## config.mk

```make
export PLATFORM = sky130hd
export DESIGN_NAME = fft_out_frame_sched
export DESIGN_NICKNAME = d
export VERILOG_FILES = /design/src/rtl/fft_out_frame_sched.sv
export SDC_FILE = /design/constraint.sdc
export NUM_CORES = 1
export LEC_CHECK = 0
export CORE_ASPECT_RATIO = 0.75
export CORE_UTILIZATION = 40
export DETAILED_ROUTE_END_ITERATION = 10
export PLACE_DENSITY = 0.71
export RECOVER_POWER = 25
export SLEW_MARGIN = 20
export SYNTH_ARGS = -nofsm -noshare
export SYNTH_HDL_FRONTEND = slang
export SYNTH_SLANG_ARGS = --single-unit
```

## constraint.sdc

```tcl
create_clock -name clk -period 3.3 [get_ports clk]
set_input_delay 0.66 -clock clk [delete_from_list [all_inputs] [get_ports clk]]
set_output_delay 0.66 -clock clk [all_outputs]
set_load 0.02 [all_outputs]
```

## src/rtl/fft_out_frame_sched.sv

```systemverilog
// Frame readout controller for FFT results: emits 0xA5 0x5A, then each bin's payload
// bytes through the 4-byte serializer, then an 8-bit checksum of the payload.
module fft_out_frame_sched #(
    parameter int BW = 28,
    parameter int N  = 256,
    parameter int AW = 8
) (
    input  logic          clk,
    input  logic          rst_n,
    input  logic          start,
    output logic          ram_rd_en,
    output logic [AW-1:0] ram_addr,
    input  logic [BW-1:0] ram_re_i,
    input  logic [BW-1:0] ram_im_i,
    output logic          ser_en_wr,
    output logic          ser_en_rd,
    output logic [BW-1:0] ser_re,
    output logic [BW-1:0] ser_im,
    input  logic [7:0]    ser_byte_i,
    input  logic          ser_en_i,
    input  logic          ser_done_i,
    input  logic          tx_ready,
    output logic [7:0]    tx_byte,
    output logic          tx_valid,
    output logic          busy,
    output logic          frame_done
);

    typedef enum logic [3:0] {
        IDLE, HDR0, HDR1, RD_REQ, RD_WAIT, LOAD, STREAM, SER_DONE, CKSUM, DONE
    } state_t;

    localparam logic [AW-1:0] LAST_BIN = AW'(N - 1);

    state_t        state_q, state_d;
    logic [AW-1:0] bin_q, bin_d;
    logic [2:0]    cnt_q, cnt_d;
    logic          infl_q, infl_d;
    logic [7:0]    cksum_q, cksum_d;
    logic [BW-1:0] ser_re_q, ser_re_d, ser_im_q, ser_im_d;
    logic [7:0]    tx_byte_q, tx_byte_d;
    logic          tx_valid_q, tx_valid_d;
    logic          wr_q, wr_d, rd_q, rd_d;
    logic          ram_rd_en_q, ram_rd_en_d;
    logic [AW-1:0] ram_addr_q, ram_addr_d;
    logic          busy_q, busy_d;
    logic          frame_done_q, frame_done_d;
    logic          issue_ok;

    function automatic logic [7:0] cksum_add(input logic [7:0] acc, input logic [7:0] b);
        return acc + b;
    endfunction

    // Outputs are registered, so the sink has no ready for the cycle right after a
    // byte; holding off while tx_valid_q is high keeps bytes at least one cycle apart.
    assign issue_ok = tx_ready && !infl_q && !tx_valid_q;

    always_comb begin
        state_d      = state_q;
        bin_d        = bin_q;
        cnt_d        = cnt_q;
        infl_d       = infl_q;
        cksum_d      = cksum_q;
        ser_re_d     = ser_re_q;
        ser_im_d     = ser_im_q;
        tx_byte_d    = tx_byte_q;
        ram_addr_d   = ram_addr_q;
        busy_d       = busy_q;
        tx_valid_d   = 1'b0;
        wr_d         = 1'b0;
        rd_d         = 1'b0;
        ram_rd_en_d  = 1'b0;
        frame_done_d = 1'b0;
        case (state_q)
            IDLE: begin
                if (start) begin
                    cksum_d = 8'h00;
                    bin_d   = '0;
                    busy_d  = 1'b1;
                    state_d = HDR0;
                end
            end
            HDR0: begin
                if (issue_ok) begin
                    tx_valid_d = 1'b1;
                    tx_byte_d  = 8'hA5;
                    state_d    = HDR1;
                end
            end
            HDR1: begin
                if (issue_ok) begin
                    tx_valid_d = 1'b1;
                    tx_byte_d  = 8'h5A;
                    state_d    = RD_REQ;
                end
            end
            RD_REQ: begin
                ram_rd_en_d = 1'b1;
                ram_addr_d  = bin_q;
                state_d     = RD_WAIT;
            end
            RD_WAIT: begin
                // RAM data lands the cycle after the strobe has been seen
                if (!ram_rd_en_q) begin
                    ser_re_d = ram_re_i;
                    ser_im_d = ram_im_i;
                    state_d  = LOAD;
                end
            end
            LOAD: begin
                if (issue_ok) begin
                    wr_d    = 1'b1;
                    infl_d  = 1'b1;
                    cnt_d   = 3'd0;
                    state_d = STREAM;
                end
            end
            STREAM: begin
                if (ser_en_i && infl_q) begin
                    tx_byte_d  = ser_byte_i;
                    tx_valid_d = 1'b1;
                    cksum_d    = cksum_add(cksum_q, ser_byte_i);
                    infl_d     = 1'b0;
                    cnt_d      = cnt_q + 3'd1;
                end else if (!infl_q && cnt_q == 3'd4) begin
                    // closing advance lets the serializer raise done; it sends no byte
                    rd_d    = 1'b1;
                    state_d = SER_DONE;
                end else if (issue_ok) begin
                    rd_d   = 1'b1;
                    infl_d = 1'b1;
                end
            end
            SER_DONE: begin
                if (ser_done_i) begin
                    if (bin_q == LAST_BIN) begin
                        state_d = CKSUM;
                    end else begin
                        bin_d   = bin_q + AW'(1);
                        state_d = RD_REQ;
                    end
                end
            end
            CKSUM: begin
                if (issue_ok) begin
                    tx_valid_d = 1'b1;
                    tx_byte_d  = cksum_q;
                    state_d    = DONE;
                end
            end
            DONE: begin
                frame_done_d = 1'b1;
                busy_d       = 1'b0;
                state_d      = IDLE;
            end
            default: state_d = IDLE;
        endcase
    end

    always_ff @(posedge clk or negedge rst_n) begin
        if (!rst_n) begin
            state_q      <= IDLE;
            bin_q        <= '0;
            cnt_q        <= 3'd0;
            infl_q       <= 1'b0;
            cksum_q      <= 8'h00;
            ser_re_q     <= '0;
            ser_im_q     <= '0;
            tx_byte_q    <= 8'h00;
            tx_valid_q   <= 1'b0;
            wr_q         <= 1'b0;
            rd_q         <= 1'b0;
            ram_rd_en_q  <= 1'b0;
            ram_addr_q   <= '0;
            busy_q       <= 1'b0;
            frame_done_q <= 1'b0;
        end else begin
            state_q      <= state_d;
            bin_q        <= bin_d;
            cnt_q        <= cnt_d;
            infl_q       <= infl_d;
            cksum_q      <= cksum_d;
            ser_re_q     <= ser_re_d;
            ser_im_q     <= ser_im_d;
            tx_byte_q    <= tx_byte_d;
            tx_valid_q   <= tx_valid_d;
            wr_q         <= wr_d;
            rd_q         <= rd_d;
            ram_rd_en_q  <= ram_rd_en_d;
            ram_addr_q   <= ram_addr_d;
            busy_q       <= busy_d;
            frame_done_q <= frame_done_d;
        end
    end

    assign ram_rd_en  = ram_rd_en_q;
    assign ram_addr   = ram_addr_q;
    assign ser_en_wr  = wr_q;
    assign ser_en_rd  = rd_q;
    assign ser_re     = ser_re_q;
    assign ser_im     = ser_im_q;
    assign tx_byte    = tx_byte_q;
    assign tx_valid   = tx_valid_q;
    assign busy       = busy_q;
    assign frame_done = frame_done_q;

endmodule

```

==> impl_metrics.csv <==
group,metric,value,unit
status,status,"completed",
setup_path,reg2reg_depth,5,
sta,timing.final.ws_setup,0.836,ns
placement,dp_cells,647,
placement,pre_cts_slack,0.583,ns
routing,routed_wl,10900,microns
setup_path,path_depth,5,
finish,fin_cells,663,
sta,period_minus_slack,2.46,ns
setup_path,r2r-end,"ser_re[1]",
sta,clock_skew,0.00542,ns
power_and_ir_drop,p_leak,2.75,nW
finish,n_antenna_cell,0,
clock_tree,ctsResizeCount,0,
global_routing,grt_antenna_before_repair,0,
routing,drtIter0Drc,207,
setup_path,criticalPathCategory,"reg2reg",
clock_tree,cts.sinks,102,
routing,ant_nets,0,
setup_path,crit_fanout,56,
setup_path,setup.worst_path.start_class,"flip-flop",
clock_tree,post_cts_buffers,0,
routing,dr.pass1.iters,4,
synth,synthFlopType,"dfrtp_1",
synth,synth_area,4610,sq um
synth,syn_inst,375,
sta,fmax,0.406,GHz
floorplan,die_y,95.0,microns
power_and_ir_drop,cellPowerDensity,961,nW/um^2
routing,wl_per_cell,16.5,microns
power_and_ir_drop,finalPower,6.23,mW
floorplan,start_util,0.417,
synth,synth.avg_cell_area,12.3,sq um
setup_path,cp_data_arrival_time,2.69,ns
min_path,hp-class,"reg2reg",
floorplan,core-area,11100,sq um
setup_path,cp-end-kind,"flip-flop",
synth,async_reset_ff_frac,1.00,
finish,multi_input_area,1940,sq um
synth,ys_warn_count,0,
setup_path,crit_path_end,"ser_re[1]",
placement,io_buffer_count,147,
clock_tree,cts.htree.levels,3,
finish,seqCellArea,2550,sq um
sta,fin_setup_tns,0,ns
routing,drc,0,
synth,ys_types,46,
global_routing,grt_start_max_net_pins,57,
sta,min_period_over_period,0.747,
clock_tree,path_clk_slew,0.07,ns
clock_tree,clkLatencyLatePin,0.34,ns
clock_tree,tritoncts,"built",
global_routing,grt-ovfl-total,0,
synth,synth_edf_count,0,
setup_path,cpMaxStageDelayCell,"dfrtp_1",
setup_path,critPathMaxStageDelay,0.71,ns
floorplan,std_cell_rows,33,
finish,n_fill_cell,934,
setup_path,path_cells,"nor2b_1, nand2_1, nor2_4, buf_4, mux2_2",
clock_tree,cts_root_buffer,"clkbuf_16",
setup_path,required,3.53,ns
sta,setup_violations,0,
run,cap_violations,0,
floorplan,io_pins,148,
setup_path,regToRegSetupSlack,0.84,ns
setup_path,cp_num_buf_inv,1,
clock_tree,cts_buffer_depth,2,
sta,slew_violations,0,
finish,final_net_count,599,
global_routing,grt_pass1_wl,17600,microns
global_routing,grt_pass1_vias,3368,
global_routing,grt_usage,0.188,
setup_path,crit_start,"state_q[2]",
placement,dp.final_hpwl,7880,microns
clock_tree,cts-buffers-inserted,9,
setup_path,critPathTopFamily,"flip-flops",
floorplan,dieArea,12000,sq um
sta,relSlewSlack,0.109,
sta,finalHoldViolCount,0,
placement,gp_congestion,0.842,
synth,synth-seq-cells,102,
sta,worst_pin_slew,1.34,ns
clock_tree,cts-hold-fix-buffers,0,
finish,syn2layout_area_growth,40.4,%
synth,yosysSeqAreaShare,0.553,
power_and_ir_drop,ir_drop,0.000394,V
sta,rsz0062_at_grt,"no",
routing,post_drt_via_cell_ratio,5.20,
setup_path,rr_startpoint,"state_q[2]",
synth,syn_nets,456,
floorplan,dieWidth,126,microns
finish,drive_gt1_frac,0.180,
routing,num_vias,3447,
sequential cells by signal, indices dropped and copies added, names as in the netlist:
register,cells
cksum_q,8
infl_q,1
tx_valid,1
ser_en_wr,1
cnt_q,3
ram_rd_en,1
state_q,4
tx_byte,8
frame_done,1
ser_re,28
busy,1
ser_en_rd,1
ser_im,28
bin_q,8
ram_addr,8
cells by family after synthesis:
family / share of synthesized area
flops: 0.553
simple gates: 0.0957
xor+xnor: 0.0152
compound gates: 0.102
fa+ha+maj: 0.0315
buf+inv: 0.0274
mux: 0.175
worst min-delay path by stage:
stage               slack, ns    endpoint  depth (start not counted)  startpoint
floorplan                0.36    bin_q[0]                          0       rst_n
global placement         0.46  cksum_q[7]                          1  cksum_q[7]
detailed placement       0.47  cksum_q[7]                          1  cksum_q[7]
CTS                      0.37  ser_im[18]                          1       rst_n
global route             0.51  cksum_q[7]                          1  cksum_q[7]
finish                   0.48  cksum_q[7]                          1  cksum_q[7]
metal layers:
layer | track usage | vias to the layer above | wire length (microns)
met2 | 0.291 | 126 | 4990
met4 | 0.0452 | 0 | 67
li1 | - | 1644 | -
met3 | 0.0415 | 6 | 609
met5 | 0 | - | 0
met1 | 0.269 | 1671 | 5260
cells in the mapped netlist (3+ instances only):
cell type,instances,area [sq um]
a211oi_1,4,30.0
a21o_1,4,30.0
a21oi_1,16,80.1
a2bb2oi_1,5,43.8
a31oi_1,4,25.0
and2_1,3,18.8
buf_2,8,40.0
buf_6,3,33.8
clkbuf_1,6,22.5
dfrtp_1,102,2550
ha_1,10,125
inv_1,6,22.5
mux2_2,70,788
nand2_1,19,71.3
nand2b_1,5,31.3
nand3_1,7,35.0
nor2_1,26,97.6
nor2b_1,3,18.8
nor3_1,3,15.0
o21ai_0,27,135
o31ai_1,4,30.0
or4_1,3,22.5
xnor2_1,4,35.0
xor2_1,4,35.0
cell usage in the layout (no fill, tap or decap), drive strengths merged, types with 4 or more instances in the layout:
cell type        n
o21ai           27
a211oi           4
a21oi           16
nor3             4
o31ai            4
ha              10
a21o             4
nand2           19
a2bb2oi          5
dfrtp          102
mux2            70
nor2            26
nand2b           5
xor2             4
xnor2            4
nand3            7
a31oi            4
clkbuf          11
inv              9
clkdlybuf4s50  146
power by group:
| group | total, mW | internal, mW | switching, mW | leakage [nW] |
|---|---|---|---|---|
| sequential | 2.20 | 1.80 | 0.403 | 1.26 |
| combinational | 3.02 | 1.56 | 1.46 | 1.35 |
| clock | 1.00 | 0.525 | 0.478 | 0.136 |
worst register-to-register path, stage by stage, from the launching register on:
cell     delay, ns
dfrtp_1       0.71
nor2b_1       0.38
nand2_1       0.15
nor2_4        0.09
buf_4         0.56
mux2_2        0.46
metrics by stage:
| stage | area [sq um] | utilization | hold WS (ns) |
|---|---|---|---|
| floorplan | 4610 | - | 0.364 |
| finish | 6480 | 0.585 | 0.481 |
| global route | 6480 | 0.585 | 0.509 |
| detailed placement | 6200 | 0.560 | 0.473 |
| CTS | 6480 | 0.586 | 0.373 |
| global placement | 6200 | 0.560 | 0.458 |
area by class of cell:
| class | count | share of cell area |
|---|---|---|
| sequential | 102 | 0.394 |
| multi-input combinational | 249 | 0.300 |
| timing repair buffer | 150 | 0.232 |
| clock buffer | 10 | 0.0353 |
| tap | 140 | 0.0270 |
| clock inverter | 6 | 0.00831 |
| inverter | 6 | 0.00348 |
Note: power is estimated with default switching activity, not from simulation.
